[src/rtl/ps2_kbd_pkg.sv]
// PS/2 keyboard shared types: receiver states and set-2 scan codes.
package ps2_kbd_pkg;

   typedef enum logic [1:0] {
      RX_IDLE,
      RX_DATA,
      RX_PARITY,
      RX_STOP
   } rx_state_t;

   localparam logic [7:0] SC_EXT    = 8'hE0;
   localparam logic [7:0] SC_BRK    = 8'hF0;
   localparam logic [7:0] SC_LSHIFT = 8'h12;
   localparam logic [7:0] SC_RSHIFT = 8'h59;
   localparam logic [7:0] SC_CTRL   = 8'h14;
   localparam logic [7:0] SC_CAPS   = 8'h58;
   localparam logic [7:0] SC_ENTER  = 8'h5A;
   localparam logic [7:0] SC_BKSP   = 8'h66;
   localparam logic [7:0] SC_ESC    = 8'h76;

   function automatic logic is_letter(input logic [6:0] a);
      return (a >= 7'h61) && (a <= 7'h7A);
   endfunction

endpackage

[src/rtl/ps2_rx.sv]
// PS/2 receiver: synchronisers, clock glitch filter, frame FSM, timeout.
module ps2_rx
   import ps2_kbd_pkg::*;
#(
   parameter int FILTER_LEN     = 8,
   parameter int TIMEOUT_CYCLES = 20000
)(
   input  logic       i_clk,
   input  logic       i_reset,
   input  logic       i_ps2_clk,
   input  logic       i_ps2_data,
   output logic       o_valid,
   output logic [7:0] o_byte
);

   localparam int FW = $clog2(FILTER_LEN + 1);
   localparam int TW = $clog2(TIMEOUT_CYCLES + 1);
   localparam logic [FW-1:0] FLT_LAST = FW'(FILTER_LEN - 1);
   localparam logic [TW-1:0] TO_LAST  = TW'(TIMEOUT_CYCLES - 1);

   logic [1:0]    r_clk_s;
   logic [1:0]    r_dat_s;
   logic          r_filt;
   logic [FW-1:0] r_fcnt;
   rx_state_t     r_state;
   logic [2:0]    r_bcnt;
   logic [7:0]    r_shift;
   logic          r_par;
   logic [TW-1:0] r_tcnt;
   logic          r_valid;
   logic          w_fall;
   logic          w_bit;

   assign w_bit  = r_dat_s[1];
   assign w_fall = r_filt & ~r_clk_s[1] & (r_fcnt == FLT_LAST);

   always_ff @(posedge i_clk or posedge i_reset) begin
      if (i_reset) begin
         r_clk_s <= 2'b11;
         r_dat_s <= 2'b11;
         r_filt  <= 1'b1;
         r_fcnt  <= '0;
      end else begin
         r_clk_s <= {r_clk_s[0], i_ps2_clk};
         r_dat_s <= {r_dat_s[0], i_ps2_data};
         if (r_clk_s[1] == r_filt) begin
            r_fcnt <= '0;
         end else if (r_fcnt == FLT_LAST) begin
            r_filt <= r_clk_s[1];
            r_fcnt <= '0;
         end else begin
            r_fcnt <= r_fcnt + FW'(1);
         end
      end
   end

   // r_par accumulates data+parity; odd total means a good frame
   always_ff @(posedge i_clk or posedge i_reset) begin
      if (i_reset) begin
         r_state <= RX_IDLE;
         r_bcnt  <= '0;
         r_shift <= '0;
         r_par   <= 1'b0;
         r_tcnt  <= '0;
         r_valid <= 1'b0;
      end else begin
         r_valid <= 1'b0;
         if (r_state == RX_IDLE || w_fall)
            r_tcnt <= '0;
         else
            r_tcnt <= r_tcnt + TW'(1);
         if (w_fall) begin
            unique case (r_state)
               RX_IDLE: begin
                  if (!w_bit) begin
                     r_state <= RX_DATA;
                     r_bcnt  <= '0;
                     r_par   <= 1'b0;
                  end
               end
               RX_DATA: begin
                  r_shift <= {w_bit, r_shift[7:1]};
                  r_par   <= r_par ^ w_bit;
                  r_bcnt  <= r_bcnt + 3'd1;
                  if (r_bcnt == 3'd7)
                     r_state <= RX_PARITY;
               end
               RX_PARITY: begin
                  r_par   <= r_par ^ w_bit;
                  r_state <= RX_STOP;
               end
               RX_STOP: begin
                  r_state <= RX_IDLE;
                  r_valid <= w_bit & r_par;
               end
               default: r_state <= RX_IDLE;
            endcase
         end else if (r_state != RX_IDLE && r_tcnt == TO_LAST) begin
            r_state <= RX_IDLE;
         end
      end
   end

   assign o_valid = r_valid;
   assign o_byte  = r_shift;

endmodule

[src/rtl/ps2_kbd_ascii.sv]
// PS/2 set-2 keyboard to ASCII: modifier tracking, key table, output latch.
module ps2_kbd_ascii
   import ps2_kbd_pkg::*;
#(
   parameter int FILTER_LEN     = 8,
   parameter int TIMEOUT_CYCLES = 20000
)(
   input  logic       clk,
   input  logic       reset,
   input  logic       ps2_clk,
   input  logic       ps2_data,
   input  logic       keystrobe,
   output logic [7:0] keycode
);

   logic        w_valid;
   logic [7:0]  w_byte;
   logic [14:0] w_map;
   logic [6:0]  w_ascii;
   logic        w_shift;
   logic        w_key;
   logic        r_ext;
   logic        r_brk;
   logic        r_lsh;
   logic        r_rsh;
   logic        r_ctrl;
   logic        r_caps;
   logic [7:0]  r_keycode;

   ps2_rx #(
      .FILTER_LEN     (FILTER_LEN),
      .TIMEOUT_CYCLES (TIMEOUT_CYCLES)
   ) u_rx (
      .i_clk      (clk),
      .i_reset    (reset),
      .i_ps2_clk  (ps2_clk),
      .i_ps2_data (ps2_data),
      .o_valid    (w_valid),
      .o_byte     (w_byte)
   );

   // {hit, unshifted, shifted}
   function automatic logic [14:0] kmap(input logic [7:0] c);
      case (c)
         8'h1C: return {1'b1, 7'h61, 7'h41};
         8'h32: return {1'b1, 7'h62, 7'h42};
         8'h21: return {1'b1, 7'h63, 7'h43};
         8'h23: return {1'b1, 7'h64, 7'h44};
         8'h24: return {1'b1, 7'h65, 7'h45};
         8'h2B: return {1'b1, 7'h66, 7'h46};
         8'h34: return {1'b1, 7'h67, 7'h47};
         8'h33: return {1'b1, 7'h68, 7'h48};
         8'h43: return {1'b1, 7'h69, 7'h49};
         8'h3B: return {1'b1, 7'h6A, 7'h4A};
         8'h42: return {1'b1, 7'h6B, 7'h4B};
         8'h4B: return {1'b1, 7'h6C, 7'h4C};
         8'h3A: return {1'b1, 7'h6D, 7'h4D};
         8'h31: return {1'b1, 7'h6E, 7'h4E};
         8'h44: return {1'b1, 7'h6F, 7'h4F};
         8'h4D: return {1'b1, 7'h70, 7'h50};
         8'h15: return {1'b1, 7'h71, 7'h51};
         8'h2D: return {1'b1, 7'h72, 7'h52};
         8'h1B: return {1'b1, 7'h73, 7'h53};
         8'h2C: return {1'b1, 7'h74, 7'h54};
         8'h3C: return {1'b1, 7'h75, 7'h55};
         8'h2A: return {1'b1, 7'h76, 7'h56};
         8'h1D: return {1'b1, 7'h77, 7'h57};
         8'h22: return {1'b1, 7'h78, 7'h58};
         8'h35: return {1'b1, 7'h79, 7'h59};
         8'h1A: return {1'b1, 7'h7A, 7'h5A};
         8'h16: return {1'b1, 7'h31, 7'h21};
         8'h1E: return {1'b1, 7'h32, 7'h40};
         8'h26: return {1'b1, 7'h33, 7'h23};
         8'h25: return {1'b1, 7'h34, 7'h24};
         8'h2E: return {1'b1, 7'h35, 7'h25};
         8'h36: return {1'b1, 7'h36, 7'h5E};
         8'h3D: return {1'b1, 7'h37, 7'h26};
         8'h3E: return {1'b1, 7'h38, 7'h2A};
         8'h46: return {1'b1, 7'h39, 7'h28};
         8'h45: return {1'b1, 7'h30, 7'h29};
         8'h0E: return {1'b1, 7'h60, 7'h7E};
         8'h4E: return {1'b1, 7'h2D, 7'h5F};
         8'h55: return {1'b1, 7'h3D, 7'h2B};
         8'h54: return {1'b1, 7'h5B, 7'h7B};
         8'h5B: return {1'b1, 7'h5D, 7'h7D};
         8'h5D: return {1'b1, 7'h5C, 7'h7C};
         8'h4C: return {1'b1, 7'h3B, 7'h3A};
         8'h52: return {1'b1, 7'h27, 7'h22};
         8'h41: return {1'b1, 7'h2C, 7'h3C};
         8'h49: return {1'b1, 7'h2E, 7'h3E};
         8'h4A: return {1'b1, 7'h2F, 7'h3F};
         8'h29: return {1'b1, 7'h20, 7'h20};
         SC_ENTER: return {1'b1, 7'h0D, 7'h0D};
         SC_BKSP:  return {1'b1, 7'h08, 7'h08};
         SC_ESC:   return {1'b1, 7'h1B, 7'h1B};
         default:  return '0;
      endcase
   endfunction

   always_comb begin
      w_map   = kmap(w_byte);
      w_shift = r_lsh | r_rsh;
      w_ascii = w_shift ? w_map[6:0] : w_map[13:7];
      if (is_letter(w_map[13:7])) begin
         w_ascii = (w_shift ^ r_caps) ? w_map[6:0] : w_map[13:7];
         if (r_ctrl)
            w_ascii = w_ascii & 7'h1F;
      end
      w_key = w_valid & w_map[14] & ~r_ext & ~r_brk;
   end

   always_ff @(posedge clk or posedge reset) begin
      if (reset) begin
         r_ext     <= 1'b0;
         r_brk     <= 1'b0;
         r_lsh     <= 1'b0;
         r_rsh     <= 1'b0;
         r_ctrl    <= 1'b0;
         r_caps    <= 1'b0;
         r_keycode <= 8'h00;
      end else begin
         if (w_valid) begin
            if (w_byte == SC_EXT) begin
               r_ext <= 1'b1;
            end else if (w_byte == SC_BRK) begin
               r_brk <= 1'b1;
            end else begin
               r_ext <= 1'b0;
               r_brk <= 1'b0;
               if (w_byte == SC_LSHIFT) r_lsh  <= ~r_brk;
               if (w_byte == SC_RSHIFT) r_rsh  <= ~r_brk;
               if (w_byte == SC_CTRL)   r_ctrl <= ~r_brk;
               if (w_byte == SC_CAPS && !r_brk)
                  r_caps <= ~r_caps;
            end
         end
         // a fresh key beats a simultaneous strobe
         if (w_key)
            r_keycode <= {1'b1, w_ascii};
         else if (keystrobe)
            r_keycode[7] <= 1'b0;
      end
   end

   assign keycode = r_keycode;

endmodule

[config.mk]
export PLATFORM = sky130hd
export DESIGN_NAME = ps2_kbd_ascii
export DESIGN_NICKNAME = d
export VERILOG_FILES = /design/src/rtl/ps2_kbd_pkg.sv /design/src/rtl/ps2_rx.sv /design/src/rtl/ps2_kbd_ascii.sv
export SDC_FILE = /design/constraint.sdc
export NUM_CORES = 1
export LEC_CHECK = 0
export ABC_AREA = 0
export ABC_CLOCK_PERIOD_IN_PS = 8050
export BUFFER_PORTS_ARGS = -buffer_cell sky130_fd_sc_hd__buf_2
export CAP_MARGIN = 20
export CORE_MARGIN = 1
export CORE_UTILIZATION = 40
export DETAILED_ROUTE_END_ITERATION = 10
export HOLD_SLACK_MARGIN = 0.15
export SLEW_MARGIN = 0
export SYNTH_ARGS = -nofsm -noshare
export SYNTH_HDL_FRONTEND = slang
export SYNTH_HIERARCHICAL = 1
export SYNTH_SLANG_ARGS = --single-unit
[constraint.sdc]
create_clock -name clk -period 8.05 [get_ports clk]
set_clock_uncertainty 0.05 [all_clocks]
set_input_delay 0.805 -clock clk [delete_from_list [all_inputs] [get_ports clk]]
set_output_delay 0.805 -clock clk [all_outputs]
set_load 0.02 [all_outputs]
Word level (Yosys, flattened, before mapping)
Memory sizes are Yosys's and may differ from the RTL's.
Index checks and enable logic that the tools add are counted.
- register bits after elaboration: 53
- memory bits (read-only): 1920
- memories: 1
- output and inout bits: 8
- input bits: 5
- memory list (memory ; words ; width ; rd ports ; clocked after Yosys merged registers in ; wr ports ; line ; RTL):
    (no name shown) ; 128 ; 15 ; 1 ; 0 ; 0 ; ps2_kbd_ascii.sv:44 ; case (c)
- $add $sub $neg: 3
- eq/ne operators: 17
- reduce and logical (&&, ||, !) cells: 23
- mux-type cells: 24
- $lt $le $gt $ge: 2
- bitwise gates (word level): 16
- operator list (operator ; number):
    two-way mux 15 bit ; 2
    two-way mux 7 bit ; 4
    == test 8 x 5 -> 1 bit, second input constant ; 2
    == test 8 x 7 -> 1 bit, second input constant ; 2
    == test 8 bit, second input constant ; 2
    AND reduction 4 bit ; 4
    adder 15 x 1 -> 15 bit, second input constant ; 1
    == test 15 bit, second input constant ; 1
    nonzero test 2 bit ; 5
    AND reduction 3 bit ; 3
    two-way mux 1 bit ; 8
    two-way mux 2 bit ; 4
    two-way mux 4 bit ; 2
    one-hot mux 2 bit (4 select lines) ; 1
    AND reduction 2 bit ; 4
    greater-or-equal comparator 7 bit, second input constant ; 1
    less-or-equal comparator 7 bit, second input constant ; 1
    inverter 1 bit ; 7
    AND 1 bit ; 6
    != test 3 bit, second input constant ; 2
    one-hot mux 3 bit (2 select lines) ; 1
    adder 4 x 1 -> 4 bit, second input constant ; 1
    == test 2 bit, second input constant ; 2
    == test 4 x 3 -> 1 bit, second input constant ; 1
    other kinds (14) ; 18

Logic depth before layout (Yosys ltp)
An unclocked memory read counts as a cell.
- depth after elaboration: 6
- mapped depth: 14

Cells and area by module
Netlist, hierarchy kept.
- by module, submodules not included (module ; cells each ; area an instance (µm²) ; times used):
    ps2_kbd_ascii ; 347 ; 2486.1 ; 1
    ps2_rx ; 154 ; 1835.5 ; 1

Worst setup path after synthesis
OpenSTA, ideal clock, no wires.
- kind: register to register
- start: register u_rx.r_shift[1] (netlist: u_rx/o_byte[1])
- end: register r_keycode[4] (netlist: keycode[4])
- stages on the path, launching flop included: 14
- arrival: 3.193 ns
- setup time: 0.092 ns
- buffers on the path: 3
- setup slack: 4.715 ns
- cell sequence: dfrtp_1 buf_2 inv_1 ha_1 buf_6 or4b_4 o2111ai_2 mux2i_2 a311oi_2 a211oi_2 or3_1 buf_6 and4_4 o31ai_2
- word-level cells in the longest chain between the ends: 5
- elaborated cells between the ends (all ways): 12
- those cells by class: 2 x order compare; 5 x mux; 3 x bitwise; 1 x reduce/logical; 1 x memory
- RTL lines (item ; line ; RTL):
    from (decl) ; ps2_rx.sv:27 ; logic [7:0] r_shift;
    from (signal assigned) ; ps2_rx.sv:82 ; r_shift <= {w_bit, r_shift[7:1]};
    memory (128 x 15 bit) * ; -- ;
    two-way mux 15 bit * ; ps2_kbd_ascii.sv:44 ;
    greater-or-equal comparator 7 bit, or another cell as far along ; ps2_kbd_pkg.sv:22 ; return (a >= 7'h61) && (a <= 7'h7A);
    logical AND 1 bit, or another cell as far along ; ps2_kbd_pkg.sv:22 ;
    two-way mux 7 bit or AND 1 bit (tied branches) ; ps2_kbd_ascii.sv:104, ps2_kbd_ascii.sv:109 ;
    to (signal assigned) ; ps2_kbd_ascii.sv:139 ; r_keycode <= {1'b1, w_ascii};
    to (decl) ; ps2_kbd_ascii.sv:28 ; logic [7:0] r_keycode;
Mark *: on every way between the ends. The rest lies on a longest branch, timed or not.
A chain may end at the register's enable or synchronous reset.

Worst setup path after layout
Same ends and word-level chain as after synthesis.

==> metrics <==
placed cell count=622; GPL Wtd Cong=0.924; critical path class=flip-flop to flip-flop; Clock Tree Buf Depth=2; via count=3879; DRT Pass-1 Iters=5; Final Cycle Share=0.491; Worst Path Arrival=4090 ps; count leader, synth=nand2_1; CP cell instances=inv_1 > ha_1 > or4b_4 > o2111ai_2 > mux2i_2 > a311oi_2 > a211oi_2 > or3_1 > a21boi_0 > o31ai_2; number of port buffers=12; Root Driver=clkbuf_8; Worst-path clk slew=100 ps; Critical Path Max Stage Delay=720 ps; CP max FO=19; Final min period=3950 ps; post-CTS sizing=0; Netlist Area Pre-Place=4320 µm²; RSZ-0062 raised after global routing=false; Leak=1.85 nW; Design Area, Final=4520 µm²; maxcap violations=0; Setup violations, final=0; top cells by area, synth=dfrtp_1 28%, ha_1 5.5%, nand2_1 4.3%; dominant cell type by area after synthesis=dfrtp_1; HPWL after DPL=8000 µm; drt total wl=11200 µm; final net count=517; worst-skew pair later-pin latency=310 ps; VDD IR max=87.2 µV; Die Wd=106 µm; CTS tree=yes; syn avg cell area=8.63 µm²; Post-synth ARST share=1.00; Yosys top cell area share=0.278; DR DRC count=0; critical path endpoint category=flip-flop; Startpoint Class=flip-flop; vias in the first global route=3591; Initial Util=0.415; post-synthesis sequential area ratio=0.308; CP delay by family, top=simple AND/OR/NAND/NOR gates; Post-Syn Nets=525; Max Slew Vio Count=0; Routed WL per cell=17.7 µm; status=finished, final reports clean; final setup margin=4100 ps; Inserted Clock Buffers=5; GRT overflow=0; first-pass GRT wire length=18100 µm; Die Footprint=11200 µm²; GRT Resource Usage Total=0.202; worst slack, placed=4160 ps; total power divided by cell area=108 nW/µm²; Post-CTS Setup Bufs=0; YS warnings=6; Hold Path Class=flip-flop to flip-flop; Final Hold Vio Count=0; CP Buf/Inv Count=1; placed instance area=4400 µm²; CP max stage cell=dfrtp_1; Synth Register Bits=53; Cells after Synth=501; Worst Max-Slew Pin Slew=794 ps; DR iter-0 viols=314; Die Y=106 µm; Rel. slew slack=0.470; IO Pins=13; Design Power=0.487 mW; Synth top cells by count=50 x nand2_1, 48 x dfrtp_1, 45 x nor2_1; f_max=253 MHz; Hold Buf Count CTS=0; H-tree levels=2; initial antenna violation count=0; fraction of layout instances using a drive strength above 1=0.130; Area growth syn-to-layout=4.52%; num rows=37; worst path required time=8180 ps; Ant. Diodes=0; Num Clock Sinks=53; core area=10400 µm²; Post-synth EDFFs=0; Antenna Nets Post-Route=0; largest net degree at the start of global routing=60; top_reg_cell synth=dfrtp_1; post-synthesis cell type count=84; non-filler cells in the finished layout=630; drt via density=6.16; Total Neg Setup Slack=0 ps
## final timing paths
kind	startpoint	slack (ps)	end	depth (start not counted)
worst min-delay path	u_rx/r_dat_s[0]	310	u_rx/r_dat_s[1]	0
min in group asynchronous	reset	470	r_ctrl	2
max in group asynchronous	reset	7040	u_rx/r_clk_s[1]	3
worst min register to register	u_rx/r_dat_s[0]	310	u_rx/r_dat_s[1]	0
worst max-delay path	u_rx/o_byte[1]	4100	keycode[4]	10
worst max register to register	u_rx/o_byte[1]	4100	keycode[4]	10
## cell usage in the layout, fill, tap and decap left out, types with 5 or more instances in the layout
cell       n
and2_1     7
clkbuf_8   5
o31ai_1    6
mux2_2     5
mux2i_1    7
nand4_1    9
buf_2     12
nor3_1     7
ha_1      19
nand2b_1  10
and4_1     6
a211oi_1  10
a21boi_0   5
buf_4      6
dfrtp_1   48
or2_2      9
nand3_1    9
nand2_1   50
nor2b_1    9
inv_1     16
a31oi_1   11
o21ai_0   29
o221ai_1   6
nor2_1    45
dfstp_2    5
a32o_1     5
xor2_1    10
o21a_1     5
a21oi_1   26
mux2_1     8
## worst reg2reg max path, stage by stage (launching register included)
cell       delay (ps)
dfrtp_1           720
inv_1             280
ha_1              440
or4b_4            620
o2111ai_2         130
mux2i_2           130
a311oi_2          390
a211oi_2          170
or3_1             520
a21boi_0          300
o31ai_2            90
## power by group
group	internal (mW)	total, mW	switching [mW]
registers	0.274	0.279	0.00504
clock network	0.0950	0.189	0.0936
logic	0.00790	0.0191	0.0112
## logic make-up after synthesis
group / after synthesis / share of synthesized area
AOI/OAI and AO/OA: 155 / 0.257
xor gates and xnor gates: 13 / 0.0263
adders and majority gates: 19 / 0.0550
buffers and inverters: 49 / 0.0593
DFF: 53 / 0.308
muxes: 22 / 0.0585
and+or+nand+nor: 190 / 0.236
## state kept, by name, summed over array words and instances, names as in the netlist, 2 cells and up
register,cells
u_rx/r_dat_s,2
u_rx/r_tcnt,15
u_rx/r_clk_s,2
u_rx/r_bcnt,3
keycode,8
u_rx/r_fcnt,4
u_rx/o_byte,8
u_rx/r_state,2
## layout make-up
cell class | count | area [µm²]
clock inverters | 3 | 47.5
multi-input cells | 399 | 2730
clock buffers | 5 | 68.8
repair buffers | 18 | 105
well taps | 136 | 170
inverters | 16 | 60.1
flip-flops and latches | 53 | 1330
fillers | 1054 | 5900
## per-layer routing
layer,up-vias,share of wire,global-route usage
met4,0,0.061,0.135
met2,163,0.45,0.314
met3,43,0.068,0.0368
met1,1824,0.42,0.257
met5,-,0,0
li1,1849,-,-
## per-stage QoR
stage	utilization	hold WS, ps
2_1_floorplan	-	295
5_1_grt	0.434	318
3_5_place_dp	0.422	299
3_3_place_gp	0.422	296
4_1_cts	0.434	315
6_report	0.434	312
Power figures use the tool's default switching activity.
